--- config.mk ---
export PLATFORM = sky130hd
export DESIGN_NAME = lock_ctrl_param_flat
export DESIGN_NICKNAME = d
export VERILOG_FILES = /design/src/rtl/lock_ctrl_param_if.sv /design/src/rtl/lock_ctrl_param.sv /design/src/flat_wrapper.sv
export SDC_FILE = /design/constraint.sdc
export NUM_CORES = 1
export LEC_CHECK = 0
export BUFFER_PORTS_ARGS = -buffer_cell sky130_fd_sc_hd__buf_2
export CORE_MARGIN = 2
export CORE_UTILIZATION = 45
export DETAILED_ROUTE_END_ITERATION = 10
export PLACE_DENSITY = 0.62
export SYNTH_ARGS = -nofsm -noshare
export SYNTH_HDL_FRONTEND = slang
export SYNTH_SLANG_ARGS = --single-unit
--- constraint.sdc ---
create_clock -name clk -period 6.9 [get_ports clk]
set_clock_uncertainty 0.1 [all_clocks]
set_input_delay 0.345 -clock clk [delete_from_list [all_inputs] [get_ports clk]]
set_output_delay 0.345 -clock clk [all_outputs]
set_load 0.05 [all_outputs]
--- src/rtl/lock_ctrl_param_if.sv ---
// Keypad-side and display/door-side signals of the parametrised lock controller.
// All inputs are one-cycle strobes or levels sampled at posedge clk; there is no back-pressure.
interface lock_ctrl_param_if #(
   parameter int DIGITS = 6,
   parameter int SW     = 2
);
   // Strobes (key_valid, enter, cancel) are valid for exactly the cycle they are high and are
   // consumed unconditionally; the controller never stalls the keypad, so no ready exists.
   logic                mode;
   logic [SW-1:0]       slot_sel;
   logic                key_valid;
   logic [3:0]          key_digit;
   logic                enter;
   logic                cancel;
   logic                hide;
   logic [4*DIGITS-1:0] disp;
   logic                unlocked;
   logic                set_ok;
   logic                entry_err;
   logic [3:0]          fail_cnt;
   logic                locked_out;
   logic                led;
   logic [2:0]          dbg_state;

   modport master (
      output mode, slot_sel, key_valid, key_digit, enter, cancel, hide,
      input  disp, unlocked, set_ok, entry_err, fail_cnt, locked_out, led, dbg_state
   );

   modport slave (
      input  mode, slot_sel, key_valid, key_digit, enter, cancel, hide,
      output disp, unlocked, set_ok, entry_err, fail_cnt, locked_out, led, dbg_state
   );
endinterface

--- src/rtl/lock_ctrl_param.sv ---
// Digit-serial keypad lock: SLOTS stored passwords of DIGITS digits, program and unlock modes,
// failure counting with a timed, LED-flashing lockout.
module lock_ctrl_param #(
   parameter int DIGITS      = 6,
   parameter int SLOTS       = 4,
   parameter int MAX_FAIL    = 3,
   parameter int LOCK_CYCLES = 1000,
   parameter int FLASH_HALF  = 25
) (
   input  logic clk,
   input  logic clr,
   lock_ctrl_param_if.slave bus
);
   localparam int SW = (SLOTS > 1) ? $clog2(SLOTS) : 1;
   localparam int CW = $clog2(DIGITS + 1);
   localparam int LW = $clog2(LOCK_CYCLES);
   localparam int FW = (FLASH_HALF > 1) ? $clog2(FLASH_HALF) : 1;
   localparam int EW = 4 * DIGITS;

   typedef enum logic [2:0] {S_IDLE, S_ENTRY, S_CHECK, S_OPEN, S_LOCKOUT} state_e;

   state_e            state_q, state_d;
   logic [EW-1:0]     entry_q, entry_d;
   logic [CW-1:0]     count_q, count_d;
   logic              bad_q, bad_d;
   logic [3:0]        fail_q, fail_d;
   logic              set_ok_q, set_ok_d;
   logic              err_q, err_d;
   logic [LW-1:0]     lock_cnt_q, lock_cnt_d;
   logic [FW-1:0]     flash_cnt_q, flash_cnt_d;
   logic              led_q, led_d;
   logic [EW-1:0]     slot_q [SLOTS];
   logic [EW-1:0]     slot_d [SLOTS];
   logic [SLOTS-1:0]  prog_q, prog_d;

   logic              match;
   logic              key_ok;
   logic              clear_entry;
   logic              fail_event;
   logic [EW-1:0]     disp_c;

   // Unprogrammed slots hold zeros and must never match an all-zero entry.
   always_comb begin
      match = 1'b0;
      for (int s = 0; s < SLOTS; s++) begin
         if (prog_q[s] && (slot_q[s] == entry_q)) match = 1'b1;
      end
   end

   assign key_ok = (bus.key_digit <= 4'd9);

   always_comb begin
      state_d     = state_q;
      entry_d     = entry_q;
      count_d     = count_q;
      bad_d       = bad_q;
      fail_d      = fail_q;
      set_ok_d    = 1'b0;
      err_d       = 1'b0;
      lock_cnt_d  = lock_cnt_q;
      flash_cnt_d = flash_cnt_q;
      led_d       = led_q;
      slot_d      = slot_q;
      prog_d      = prog_q;
      clear_entry = 1'b0;
      fail_event  = 1'b0;

      case (state_q)
         S_LOCKOUT: begin
            if (lock_cnt_q == '0) begin
               state_d     = S_IDLE;
               fail_d      = '0;
               led_d       = 1'b0;
               flash_cnt_d = '0;
            end else begin
               lock_cnt_d = lock_cnt_q - LW'(1);
               if (flash_cnt_q == FW'(FLASH_HALF - 1)) begin
                  flash_cnt_d = '0;
                  led_d       = ~led_q;
               end else begin
                  flash_cnt_d = flash_cnt_q + FW'(1);
               end
            end
         end

         S_CHECK: begin
            clear_entry = 1'b1;
            if (bus.cancel) begin
               state_d = S_IDLE;
            end else if (match) begin
               state_d = S_OPEN;
               fail_d  = '0;
            end else begin
               fail_event = 1'b1;
            end
         end

         default: begin
            if (bus.cancel) begin
               clear_entry = 1'b1;
               state_d     = S_IDLE;
            end else if (bus.enter) begin
               // enter while open is swallowed; it still outranks a same-cycle key
               if (state_q != S_OPEN) begin
                  if ((count_q != CW'(DIGITS)) || bad_q) begin
                     err_d       = 1'b1;
                     clear_entry = 1'b1;
                     state_d     = S_IDLE;
                     fail_event  = bus.mode;
                  end else if (!bus.mode) begin
                     for (int s = 0; s < SLOTS; s++) begin
                        if (SW'(s) == bus.slot_sel) begin
                           slot_d[s] = entry_q;
                           prog_d[s] = 1'b1;
                        end
                     end
                     set_ok_d    = 1'b1;
                     clear_entry = 1'b1;
                     state_d     = S_IDLE;
                  end else begin
                     state_d = S_CHECK;
                  end
               end
            end else if (bus.key_valid) begin
               if (count_q < CW'(DIGITS)) begin
                  for (int i = DIGITS - 1; i > 0; i--) begin
                     entry_d[4*i +: 4] = entry_q[4*(i-1) +: 4];
                  end
                  entry_d[3:0] = key_ok ? bus.key_digit : 4'hE;
                  count_d      = count_q + CW'(1);
                  if (!key_ok) bad_d = 1'b1;
               end
               state_d = S_ENTRY;
            end
         end
      endcase

      if (clear_entry) begin
         entry_d = '0;
         count_d = '0;
         bad_d   = 1'b0;
      end

      if (fail_event) begin
         err_d  = 1'b1;
         fail_d = fail_q + 4'd1;
         if ((fail_q + 4'd1) >= 4'(MAX_FAIL)) begin
            state_d     = S_LOCKOUT;
            lock_cnt_d  = LW'(LOCK_CYCLES - 1);
            flash_cnt_d = '0;
            led_d       = 1'b1;
         end else begin
            state_d = S_IDLE;
         end
      end
   end

   always_ff @(posedge clk) begin
      if (clr) begin
         state_q     <= S_IDLE;
         entry_q     <= '0;
         count_q     <= '0;
         bad_q       <= 1'b0;
         fail_q      <= '0;
         set_ok_q    <= 1'b0;
         err_q       <= 1'b0;
         lock_cnt_q  <= '0;
         flash_cnt_q <= '0;
         led_q       <= 1'b0;
         slot_q      <= '{default: '0};
         prog_q      <= '0;
      end else begin
         state_q     <= state_d;
         entry_q     <= entry_d;
         count_q     <= count_d;
         bad_q       <= bad_d;
         fail_q      <= fail_d;
         set_ok_q    <= set_ok_d;
         err_q       <= err_d;
         lock_cnt_q  <= lock_cnt_d;
         flash_cnt_q <= flash_cnt_d;
         led_q       <= led_d;
         slot_q      <= slot_d;
         prog_q      <= prog_d;
      end
   end

   // Position i shows the i-th most recent digit; empty positions are blank.
   always_comb begin
      disp_c = '1;
      for (int i = 0; i < DIGITS; i++) begin
         if (CW'(i) < count_q) disp_c[4*i +: 4] = bus.hide ? 4'hE : entry_q[4*i +: 4];
      end
   end

   assign bus.disp       = disp_c;
   assign bus.unlocked   = (state_q == S_OPEN);
   assign bus.locked_out = (state_q == S_LOCKOUT);
   assign bus.set_ok     = set_ok_q;
   assign bus.entry_err  = err_q;
   assign bus.fail_cnt   = fail_q;
   assign bus.led        = led_q;
   assign bus.dbg_state  = state_q;
endmodule

--- src/flat_wrapper.sv ---
// flat-port wrapper written by rule: the top's interface ports become plain ports
module lock_ctrl_param_flat 
#(
   parameter int DIGITS      = 6,
   parameter int SLOTS       = 4,
   parameter int MAX_FAIL    = 3,
   parameter int LOCK_CYCLES = 1000,
   parameter int FLASH_HALF  = 25
)
  (clk, clr, bus_mode, bus_slot_sel, bus_key_valid, bus_key_digit, bus_enter, bus_cancel, bus_hide, bus_disp, bus_unlocked, bus_set_ok, bus_entry_err, bus_fail_cnt, bus_locked_out, bus_led, bus_dbg_state);
  lock_ctrl_param_if #(.DIGITS(DIGITS), .SW((2))) bus_i ();
  input  logic clk;
  input  logic clr;
  input wire logic [$bits(bus_i.mode)-1:0] bus_mode;
  input wire logic [$bits(bus_i.slot_sel)-1:0] bus_slot_sel;
  input wire logic [$bits(bus_i.key_valid)-1:0] bus_key_valid;
  input wire logic [$bits(bus_i.key_digit)-1:0] bus_key_digit;
  input wire logic [$bits(bus_i.enter)-1:0] bus_enter;
  input wire logic [$bits(bus_i.cancel)-1:0] bus_cancel;
  input wire logic [$bits(bus_i.hide)-1:0] bus_hide;
  output wire logic [$bits(bus_i.disp)-1:0] bus_disp;
  output wire logic [$bits(bus_i.unlocked)-1:0] bus_unlocked;
  output wire logic [$bits(bus_i.set_ok)-1:0] bus_set_ok;
  output wire logic [$bits(bus_i.entry_err)-1:0] bus_entry_err;
  output wire logic [$bits(bus_i.fail_cnt)-1:0] bus_fail_cnt;
  output wire logic [$bits(bus_i.locked_out)-1:0] bus_locked_out;
  output wire logic [$bits(bus_i.led)-1:0] bus_led;
  output wire logic [$bits(bus_i.dbg_state)-1:0] bus_dbg_state;
  assign bus_i.mode = bus_mode;
  assign bus_i.slot_sel = bus_slot_sel;
  assign bus_i.key_valid = bus_key_valid;
  assign bus_i.key_digit = bus_key_digit;
  assign bus_i.enter = bus_enter;
  assign bus_i.cancel = bus_cancel;
  assign bus_i.hide = bus_hide;
  assign bus_disp = bus_i.disp;
  assign bus_unlocked = bus_i.unlocked;
  assign bus_set_ok = bus_i.set_ok;
  assign bus_entry_err = bus_i.entry_err;
  assign bus_fail_cnt = bus_i.fail_cnt;
  assign bus_locked_out = bus_i.locked_out;
  assign bus_led = bus_i.led;
  assign bus_dbg_state = bus_i.dbg_state;
  lock_ctrl_param #(.DIGITS(DIGITS), .SLOTS(SLOTS), .MAX_FAIL(MAX_FAIL), .LOCK_CYCLES(LOCK_CYCLES), .FLASH_HALF(FLASH_HALF)) u_core (.clk(clk), .clr(clr), .bus(bus_i));
endmodule
==> results of run 1 <==
[routing by layer]
layer,GRT usage [%],vias up
li1,-,3050
met1,30.8,2841
met2,32.2,130
met3,5.06,29
met4,8.16,0
met5,0,-
[stage by stage]
step           instances  hold WS (ns)  utilization (%)  cell area (um2)
3_3_place_gp        1129         0.350             46.6             7670
4_1_cts             1161        0.0715             50.4             8300
5_1_grt             1161         0.108             50.4             8300
3_5_place_dp        1129         0.355             46.6             7670
6_report            1163        0.0891             50.4             8300
2_1_floorplan        921         0.339                -             7530
[registers in the layout, summed over array words and instances, names as in the netlist]
name                  flops
u_core.prog_q             4
u_core.bus.entry_err      1
u_core.bus.set_ok         1
u_core.flash_cnt_q        5
u_core.lock_cnt_q        10
u_core.slot_q            96
u_core.count_q            3
u_core.bus.fail_cnt       4
u_core.entry_q           24
u_core.bus.led            1
u_core.bus.dbg_state      3
u_core.bad_q              1
[cells by family after synthesis]
group / Yosys count / synth area share (%)
fa+ha+maj: 6 / 0.997
simple gates: 410 / 25.8
compound gates: 170 / 14.0
xor+xnor: 104 / 12.1
buf+inv: 78 / 6.38
flops: 153 / 40.7
[power groups by stage]
| stage | clock, mW | sequential, mW | combinational (mW) |
|---|---|---|---|
| after floorplan | 0 | 0.909 | 0.0290 |
| after global placement | 0 | 0.907 | 0.0492 |
| after detailed placement | 0 | 0.907 | 0.0492 |
| after CTS | 0.990 | 0.887 | 0.0493 |
| after global routing | 1.02 | 0.887 | 0.0537 |
| final | 0.977 | 0.887 | 0.0491 |
[area by class of cell]
| cell class | count | area (um2) |
|---|---|---|
| Multi-Input combinational cell | 690 | 4000 |
| Timing Repair Buffer | 55 | 295 |
| Clock inverter | 11 | 144 |
| Antenna cell | 2 | 5.00 |
| Clock buffer | 21 | 480 |
| Inverter | 11 | 41.3 |
| Fill cell | 1615 | 8160 |
| Sequential cell | 153 | 3060 |
| Tap cell | 220 | 275 |
[cell usage in the layout (no fill, tap or decap), types with 3 or more instances in the layout]
cell type,instances
a21o_1,5
a21oi_1,101
a21oi_2,39
and2_1,4
buf_2,47
buf_4,8
bufinv_16,3
clkbuf_16,17
clkbuf_8,4
clkinv_2,3
clkinvlp_4,4
dfxtp_1,153
ha_1,6
inv_1,10
nand2_1,224
nand2_2,40
nand2b_1,7
nand3_1,12
nand3b_1,3
nand4_1,20
nor2_1,35
nor2b_1,10
nor3_1,16
nor3b_1,5
nor4_1,4
o21ai_0,8
o31ai_1,3
or3_1,13
or4_1,4
xnor2_1,102
[worst min-delay path, delay by kind of cell]
kind	cells	cell delay (ns)
simple gates	1	0.06
compound gates	1	0.06
buf+inv	1	0.10
[how the worst max path moves through the flow]
stage,slack (ns),from,to
2_1_floorplan,4.09,u_core.bus.dbg_state[0],u_core.slot_q[78]
3_3_place_gp,3.97,u_core.bus.dbg_state[0],u_core.slot_q[76]
3_5_place_dp,3.94,u_core.bus.dbg_state[0],u_core.slot_q[2]
4_1_cts,3.92,u_core.bus.dbg_state[0],u_core.slot_q[85]
5_1_grt,3.71,u_core.bus.dbg_state[0],u_core.slot_q[3]
6_report,3.90,u_core.bus.dbg_state[0],u_core.slot_q[77]
==> impl_results.md, run 1 <==
- Switching share of total power: 21.5%
- WL per Instance: 16.1 um
- Max Slew Vio Count: 0
- Clk slew on worst S/H paths: 0.06 ns
- Core ar.: 0.0165 mm2
- Max stage delay on crit path: 0.81 ns
- Die area: 0.0178 mm2
- Pwr/cell area: 230 mW/mm2
- Post_cts resized: 0
- Crit-path slowest cell: nor3_4
- Max_slew headroom: 28.1%
- CP Cell Sequence: nor2_2 -> nand2_4 -> inv_2 -> or4b_4 -> or3_4 -> nor3_4 -> nand2_1 -> a21oi_2
- Setup TNS: 0 ns
- Initial Utilization: 45.7%
- IO Pins: 49
- Leak Pwr: 2.59 nW
- Setup ws final: 3.90 ns
- Top post-synthesis cells by count: 224 x nand2_1, 153 x dfxtp_1, 102 x xnor2_1
- Unrepaired setup endpoints after global routing: no
- Int Pwr: 1.50 mW
- Synth area leaders: dfxtp_1 41%, xnor2_1 12%, nand2_1 11%
- Cell Rows: 47
- Drt initial violations: 417
- Reg2Reg Depth: 8
- Initial antenna violation count: 2
- Hold path cells: 3
- Period utilization: 43.4%
- #FFs+latches synth: 153
- Crit end category: flop
- Final WL: 18700 um
- Largest net degree at the start of global routing: 69
- Yosys cell types: 52
- Layout area overhead: 10.3%
- Chip width: 133 um
- Max Buffers Root-to-Sink: 2
- H-tree levels: 4
- Total number of vias: 6050
- WP data required: 7.15 ns
- First-pass GRT wire length: 30200 um
- Pre-antenna DRT Iters: 5
- Startpoint types: flop
- Net switching power: 0.412 mW
- WP buf/inv: 1
- Sequential Power Share: 46.4%
- Synth warnings: 0
- Fmax: 0.334 GHz
- Hold path startpoint: bus_key_digit[0]
- VDD IR max: 0.000160 V
- Pwr Total: 1.91 mW
- Clk sinks: 153
- Post-synthesis cell area: 0.00753 mm2
- Max cap viols: 0
- CP arrival: 3.25 ns
- Post-CTS setup repair buffer count: 0
- Register area share after synthesis: 40.7%
- Post-synth EDFFs: 0
- Top delay family on crit path: simple AND/OR/NAND/NOR gates
- Met3 Wirelength: 1060 um
- Clock Power Share: 51.1%
- Fraction of layout instances using a drive strength above 1: 19.1%
- Tmin final: 3.00 ns
- FF-to-FF setup slack: 3.90 ns
- Status: finished clean
- DP Worst Slack: 3.94 ns
- Gate Count Post-Synth: 921
- CTS tree: built
- IO buf count: 48
- Main synth FF type: dfxtp_1
- Die Y: 133 um
- Count of final setup violators: 0
- GRT Total Usage: 21.7%
- Vias in the first global route: 5451
- Clk Latency, worst-skew pair: 0.42 ns
- Hold buffer count at CTS: 0
- HP Class: in -> reg
- Post-synth ARST share: 0%
- Gr ovfl total: 0
- Final hold violations: 0
- Routed vias/inst: 5.20
- Area leader, netlist: dfxtp_1
- Routability cong.: 0.776
- Root Driver: clkbuf_16
- Slew of the pin with the lowest slew margin: 1.08 ns
- Detail Placement HPWL: 12300 um
- Nets: 947
- R2R Path End: u_core.slot_q[77]
- Setup CP Type: reg -> reg
- CP max FO: 25
- Num CTS Buffers: 17
- Top layer in use: met4
- CP Depth: 8
- Hold endpoint: u_core.entry_q[0]
- Yosys top cell area share: 40.7%
- Synth Area per Inst: 8.18 um2
- Mapped Nets: 940
- Met2 WL: 8250 um
- Comb power frac: 2.6%
- R2r startpoint: u_core.bus.dbg_state[0]
- Met1 WL: 9050 um
- Most common cell in the netlist: nand2_1
- DRC: 0
- Antenna-violating nets left: 0
No activity file was read; power rests on OpenSTA's default activity.
==> inputs of run 2 (changes only) <==
- ABC_AREA: default -> 1
- clock period: 6.9 -> 2.8 ns (I/O delays scaled with it)
==> impl_results.md, run 2 <==
- Commonest non-fill, non-tap cells in the layout: 291 x nand2_1, 153 x dfxtp_1, 150 x inv_1
- Register area share after synthesis: 39.5% (-1.2 points)
- Post-synth ARST share: 0% (unchanged)
- Leak Pwr: 3.41 nW (+32%)
- Root Driver: clkbuf_16
- Nets: 1178 (+24%)
- VDD IR max: 0.000432 V (+170%)
- Initial Utilization: 46.4% (+0.67 points)
- DP Area: 0.00805 mm2 (+4.9%)
- Setup CP Type: reg -> reg
- Layout area overhead: 12.6%
- Largest net degree at the start of global routing: 76 (+10%)
- Synth area leaders: dfxtp_1 40%, nand2_1 14%, inv_1 7.3%
- Fmax: 0.409 GHz (+22%)
- CP Depth: 14 (+6)
- Main synth FF type: dfxtp_1
- Yosys cell types: 40 (-23%)
- CTS tree: built
- Mapped Nets: 1156 (+23%)
- DP Worst Slack: 0.409 ns (-3.53 ns)
- Synth warnings: 0 (unchanged)
- Max_slew headroom: 48.2% (+20 points)
- Max stage delay on crit path: 0.54 ns (-0.27 ns)
- WP buf/inv: 1 (unchanged)
- Initial antenna violation count: 0 (-2)
- Setup TNS: 0 ns (unchanged)
- Pwr/cell area: 571 mW/mm2 (+150%)
- Routability cong.: 0.884 (+14%)
- Total number of vias: 7153 (+18%)
- Gr ovfl total: 0 (unchanged)
- DRC: 0 (unchanged)
- Setup ws final: 0.354 ns (-3.55 ns)
- Gate Count Post-Synth: 1137 (+23%)
- CP max FO: 11 (-56%)
- Count of final setup violators: 0 (unchanged)
- Num CTS Buffers: 17 (unchanged)
- Max Slew Vio Count: 0 (unchanged)
- Post-synth EDFFs: 0 (unchanged)
- Crit end category: flop
- First-pass GRT wire length: 36000 um (+19%)
- WL per Instance: 16.6 um (+2.8%)
- R2r startpoint: u_core.entry_q[5]
- Setup crit start: u_core.entry_q[5]
- #FFs+latches synth: 153 (unchanged)
- Final hold violations: 0 (unchanged)
- Core ar.: 0.0167 mm2 (+1.4%)
- Area leader, netlist: dfxtp_1
- Reg2Reg Depth: 14 (+6)
- Period utilization: 87.4% (+44 points)
- CP arrival: 2.70 ns (-0.55 ns)
- Drt initial violations: 604 (+45%)
- Final WL: 23000 um (+23%)
- Vias in the first global route: 6566 (+20%)
- Diode count: 0 (-2)
- WP data required: 3.06 ns (-4.09 ns)
- Chip width: 135 um (+1.4%)
- Slew of the pin with the lowest slew margin: 0.777 ns (-0.299 ns)
- Startpoint types: flop
- Max cap viols: 0 (unchanged)
- Hold path cells: 4 (+1)
- Unrepaired setup endpoints after global routing: no
- Synth Area per Inst: 6.82 um2 (-17%)
- Finished layout cell area: 0.00872 mm2 (+5.1%)
- Die area: 0.0183 mm2 (+2.8%)
- Crit-path slowest cell: dfxtp_1
- Status: finished clean
- Post-CTS setup repair buffer count: 0 (unchanged)
- HP Class: in -> reg
- Post-synthesis cell area: 0.00775 mm2 (+2.9%)
- H-tree levels: 4 (unchanged)
- Routed vias/inst: 5.14 (-1.2%)
- IO Pins: 49 (unchanged)
- Biggest regs: u_core.slot_q: 96 flops, u_core.entry_q: 24 flops, u_core.lock_cnt_q: 10 flops
- Max Buffers Root-to-Sink: 2 (unchanged)
- Pre-antenna DRT Iters: 5 (unchanged)
- Most common cell in the netlist: nand2_1
- Commonest non-fill, non-tap cell in the layout: nand2_1
- IO buf count: 48 (unchanged)
- Die Y: 135 um (+1.4%)
- Detail Placement HPWL: 15800 um (+28%)
- Top delay family on crit path: simple AND/OR/NAND/NOR gates
- Hold path startpoint: bus_key_digit[1]
- Yosys top cell area share: 39.5% (-1.2 points)
- Clk sinks: 153 (unchanged)
- Cell Rows: 47 (unchanged)
- Tmin final: 2.45 ns (-0.549 ns)
- Clk Latency, worst-skew pair: 0.43 ns (about the same)
- Clk slew on worst S/H paths: 0.07 ns (about the same)
- GRT Total Usage: 25.9% (+4.2 points)
- Fraction of layout instances using a drive strength above 1: 12.1% (-7.0 points)
- Top post-synthesis cells by count: 291 x nand2_1, 153 x dfxtp_1, 151 x inv_1
- Cells after DPL: 1357 (+20%)
- Fill cells: 1704 (+5.5%)
- Antenna-violating nets left: 0 (unchanged)
- Max FFs per register: 96 (unchanged)
- Post-Layout Cell Count: 1392 (+20%)
- CP Cell Sequence: inv_1 -> nand2_1 -> nand2_1 -> nor2_1 -> nand2_1 -> nor2_1 -> nand2_1 -> nor2_1 -> nor2_1 -> nand3_2 -> nand2_4 -> nand2_4 -> nand2_1 -> nor2_1
- Reg with most FFs: u_core.slot_q
-- run 2: logic make-up after synthesis --
kind of cell	count (synthesis)	share of synthesized area, %
xor gates and xnor gates	31	3.50
DFF	153	39.5
and+or+nand+nor	467	25.6
adders and majority gates	6	0.969
buffers and inverters	227	12.5
AOI/OAI and AO/OA	253	17.9
-- run 2: worst paths after layout --
path,end,slack (ns)
setup / recovery,u_core.lock_cnt_q[3],0.35
hold / removal,u_core.bad_q,0.02
setup reg to reg,u_core.lock_cnt_q[3],0.35
hold reg to reg,u_core.slot_q[78],0.36
-- run 2: report_power, final --
group          leakage, nW  internal [mW]  switching (mW)
clock network        0.305           1.60           0.944
registers             1.23           2.19          0.0121
logic                 1.87         0.0620           0.176
total                 3.41           3.85            1.13
-- run 2: cell type report --
cell class	count	area [um2]	area share (%)
sequential	153	3060	35.1
clock buffer	19	443	5.08
inverter	163	614	7.04
multi-input combinational	757	3720	42.7
clock inverter	13	200	2.29
tap	220	275	3.16
timing repair buffer	67	403	4.62
-- run 2: routing by layer --
metal / up-vias / routed length, um / global-route usage, %
met5: - / 0 / 0
met4: 0 / 484 / 8.39
met3: 31 / 1280 / 5.61
met2: 193 / 10400 / 40.3
met1: 3289 / 10800 / 35.9
li1: 3640 / - / -
-- run 2: tightest hold or removal path: stages --
cell	delay, ns
buf_2	0.08
or2_2	0.11
nand3_1	0.07
a21oi_1	0.11
-- run 2: what timing repair did --
item                      in CTS  in global routing
hold buffers                   3                  0
hold endpoints to repair       4                  0
resized for setup              0                  0
-- run 2: stage by stage --
step	hold WS, ns	utilization, %	power, mW
6_report	0.0223	52.2	4.98
5_1_grt	0.0646	52.2	5.12
4_1_cts	0.00782	52.2	4.99
3_5_place_dp	0.346	48.2	2.48
3_3_place_gp	0.339	48.2	2.48
2_1_floorplan	0.184	-	2.41
==> inputs of run 3 (changes only) <==
- BUFFER_PORTS_ARGS: -buffer_cell sky130_fd_sc_hd__buf_2 -> default
- DONT_BUFFER_PORTS: default -> 1
- PLACE_DENSITY: 0.62 -> 0.6
==> impl_results.md, run 3 (synthesized netlist as in run 2, its figures left out) <==
- Status: finished clean
- Max Buffers Root-to-Sink: 2 (unchanged)
- Slew of the pin with the lowest slew margin: 0.778 ns (+0.00124 ns)
- Initial Utilization: 46.4% (unchanged)
- Tmin final: 2.65 ns (+0.201 ns)
- CP max FO: 7 (-4)
- Commonest non-fill, non-tap cells in the layout: 291 x nand2_1, 149 x inv_1, 145 x dfxtp_1
- Startpoint types: flop
- H-tree levels: 4 (unchanged)
- WP data required: 3.01 ns (-0.05 ns)
- IO buf count: 0 (-100%)
- Root Driver: clkbuf_16
- HP Class: in -> reg
- Pwr/cell area: 559 mW/mm2 (-2.0%)
- Num CTS Buffers: 17 (unchanged)
- Die area: 0.0183 mm2 (unchanged)
- IO Pins: 49 (unchanged)
- Commonest non-fill, non-tap cell in the layout: nand2_1
- Vias in the first global route: 6552 (-0.21%)
- Fmax: 0.378 GHz (-7.6%)
- First-pass GRT wire length: 36500 um (+1.4%)
- Clk Latency, worst-skew pair: 0.43 ns (about the same)
- Detail Placement HPWL: 15900 um (+1.1%)
- Count of final setup violators: 0 (unchanged)
- Fill cells: 1700 (-0.23%)
- Diode count: 0 (unchanged)
- Final WL: 22900 um (-0.40%)
- Cell Rows: 47 (unchanged)
- Reg with most FFs: u_core.slot_q
- Biggest regs: u_core.slot_q: 96 flops, u_core.entry_q: 24 flops, u_core.lock_cnt_q: 10 flops
- Max FFs per register: 96 (unchanged)
- Max_slew headroom: 48.0% (-0.16 points)
- Final hold violations: 0 (unchanged)
- Max Slew Vio Count: 0 (unchanged)
- Total number of vias: 7091 (-0.87%)
- Routed vias/inst: 5.15 (+0.14%)
- Clk sinks: 153 (unchanged)
- Post-CTS setup repair buffer count: 0 (unchanged)
- CTS tree: built
- VDD IR max: 0.000418 V (-3.1%)
- Fraction of layout instances using a drive strength above 1: 11.1% (-0.98 points)
- Drt initial violations: 608 (+0.66%)
- Hold_ws: 0.0206 ns (-0.00177 ns)
- Die Y: 135 um (unchanged)
- Pre-antenna DRT Iters: 5 (unchanged)
- Setup CP Type: reg -> reg
- Crit end category: flop
- Max cap viols: 0 (unchanged)
- CP arrival: 2.86 ns (+0.16 ns)
- Unrepaired setup endpoints after global routing: no
- Antenna-violating nets left: 0 (unchanged)
- Nets: 1164 (-1.2%)
- GRT Total Usage: 26.2% (+0.32 points)
- Routability cong.: 0.937 (+5.9%)
- Largest net degree at the start of global routing: 50 (-34%)
- WL per Instance: 16.7 um (+0.61%)
- DRC: 0 (unchanged)
- Chip width: 135 um (unchanged)
- Leak Pwr: 3.41 nW (about the same)
- Period utilization: 94.5% (+7.2 points)
- Setup TNS: 0 ns (unchanged)
- Initial antenna violation count: 0 (unchanged)
- Core ar.: 0.0167 mm2 (unchanged)
- Pwr Total: 4.91 mW (-1.4%)
- Clk slew on worst S/H paths: 0.06 ns (about the same)
- Gr ovfl total: 0 (unchanged)
- Layout area overhead: 13.3%
run 3: changes by cell type in the layout (fill, tap and decap cells not counted), moves of 3 or more:
cell,previous run,this run
o21ai_1,5,10
dfxtp_1,153,145
o21ai_0,92,87
dlygate4sd3_1,3,11
clkinv_4,0,4
buf_4,15,39
dfxtp_2,0,8
buf_2,48,0
clkinv_2,4,1
run 3: worst paths after layout:
kind | from | endpoint | slack, ns | cells past startpoint
hold reg to reg | u_core.slot_q[78] | u_core.slot_q[78] | 0.36 | 2
hold / removal | bus_slot_sel[0] | u_core.slot_q[22] | 0.02 | 4
setup reg to reg | u_core.bus.fail_cnt[1] | u_core.lock_cnt_q[2] | 0.15 | 7
setup / recovery | u_core.bus.fail_cnt[1] | u_core.lock_cnt_q[2] | 0.15 | 7
run 3: per-stage QoR:
step	std cells	util, %	area (um2)	worst slack, ns
detailed placement	1334	47.9	8000	0.642
finish	1378	52.6	8780	0.153
global route	1378	52.6	8780	0.00412
global placement	1334	47.9	8000	0.614
floorplan	1137	-	7750	0.586
CTS	1378	52.5	8760	0.104
run 3: report_power, final:
part / leakage, nW / total, mW / internal, mW / switching (mW)
Combinational: 1.88 / 0.238 / 0.0706 / 0.168
Sequential: 1.24 / 2.20 / 2.19 / 0.0139
Clock: 0.293 / 2.47 / 1.50 / 0.973
run 3: layout make-up:
cell class                 instances  area, um2  area share, %
clock buffer                      18        429           4.89
timing repair buffer              53        462           5.26
sequential                       153       3070           35.0
clock inverter                    14        199           2.27
multi-input combinational        757       3720           42.4
tap                              220        275           3.14
inverter                         163        614           7.00
run 3: worst max-delay path: stages, from the launching register on:
cell and delay (ns):
dfxtp_1 0.73, ha_1 0.28, xor2_1 0.09, or3_1 0.41
nand2_4 0.13, buf_4 0.19, a21oi_2 0.06, dlygate4sd3_1 0.55
run 3: routing by layer:
| layer | GRT usage [%] | share of wire (%) | up-vias |
|---|---|---|---|
| li1 | - | - | 3614 |
| met1 | 37.6 | 48 | 3259 |
| met2 | 40.5 | 45 | 192 |
| met3 | 5.31 | 5.7 | 26 |
| met4 | 6.37 | 1.9 | 0 |
| met5 | 0 | 0 | - |
run 3: what timing repair did:
action,in CTS,in global routing
gates resized for setup,0,11
endpoints found under the hold margin,55,0
setup endpoints to repair,0,1
hold buffers,12,0
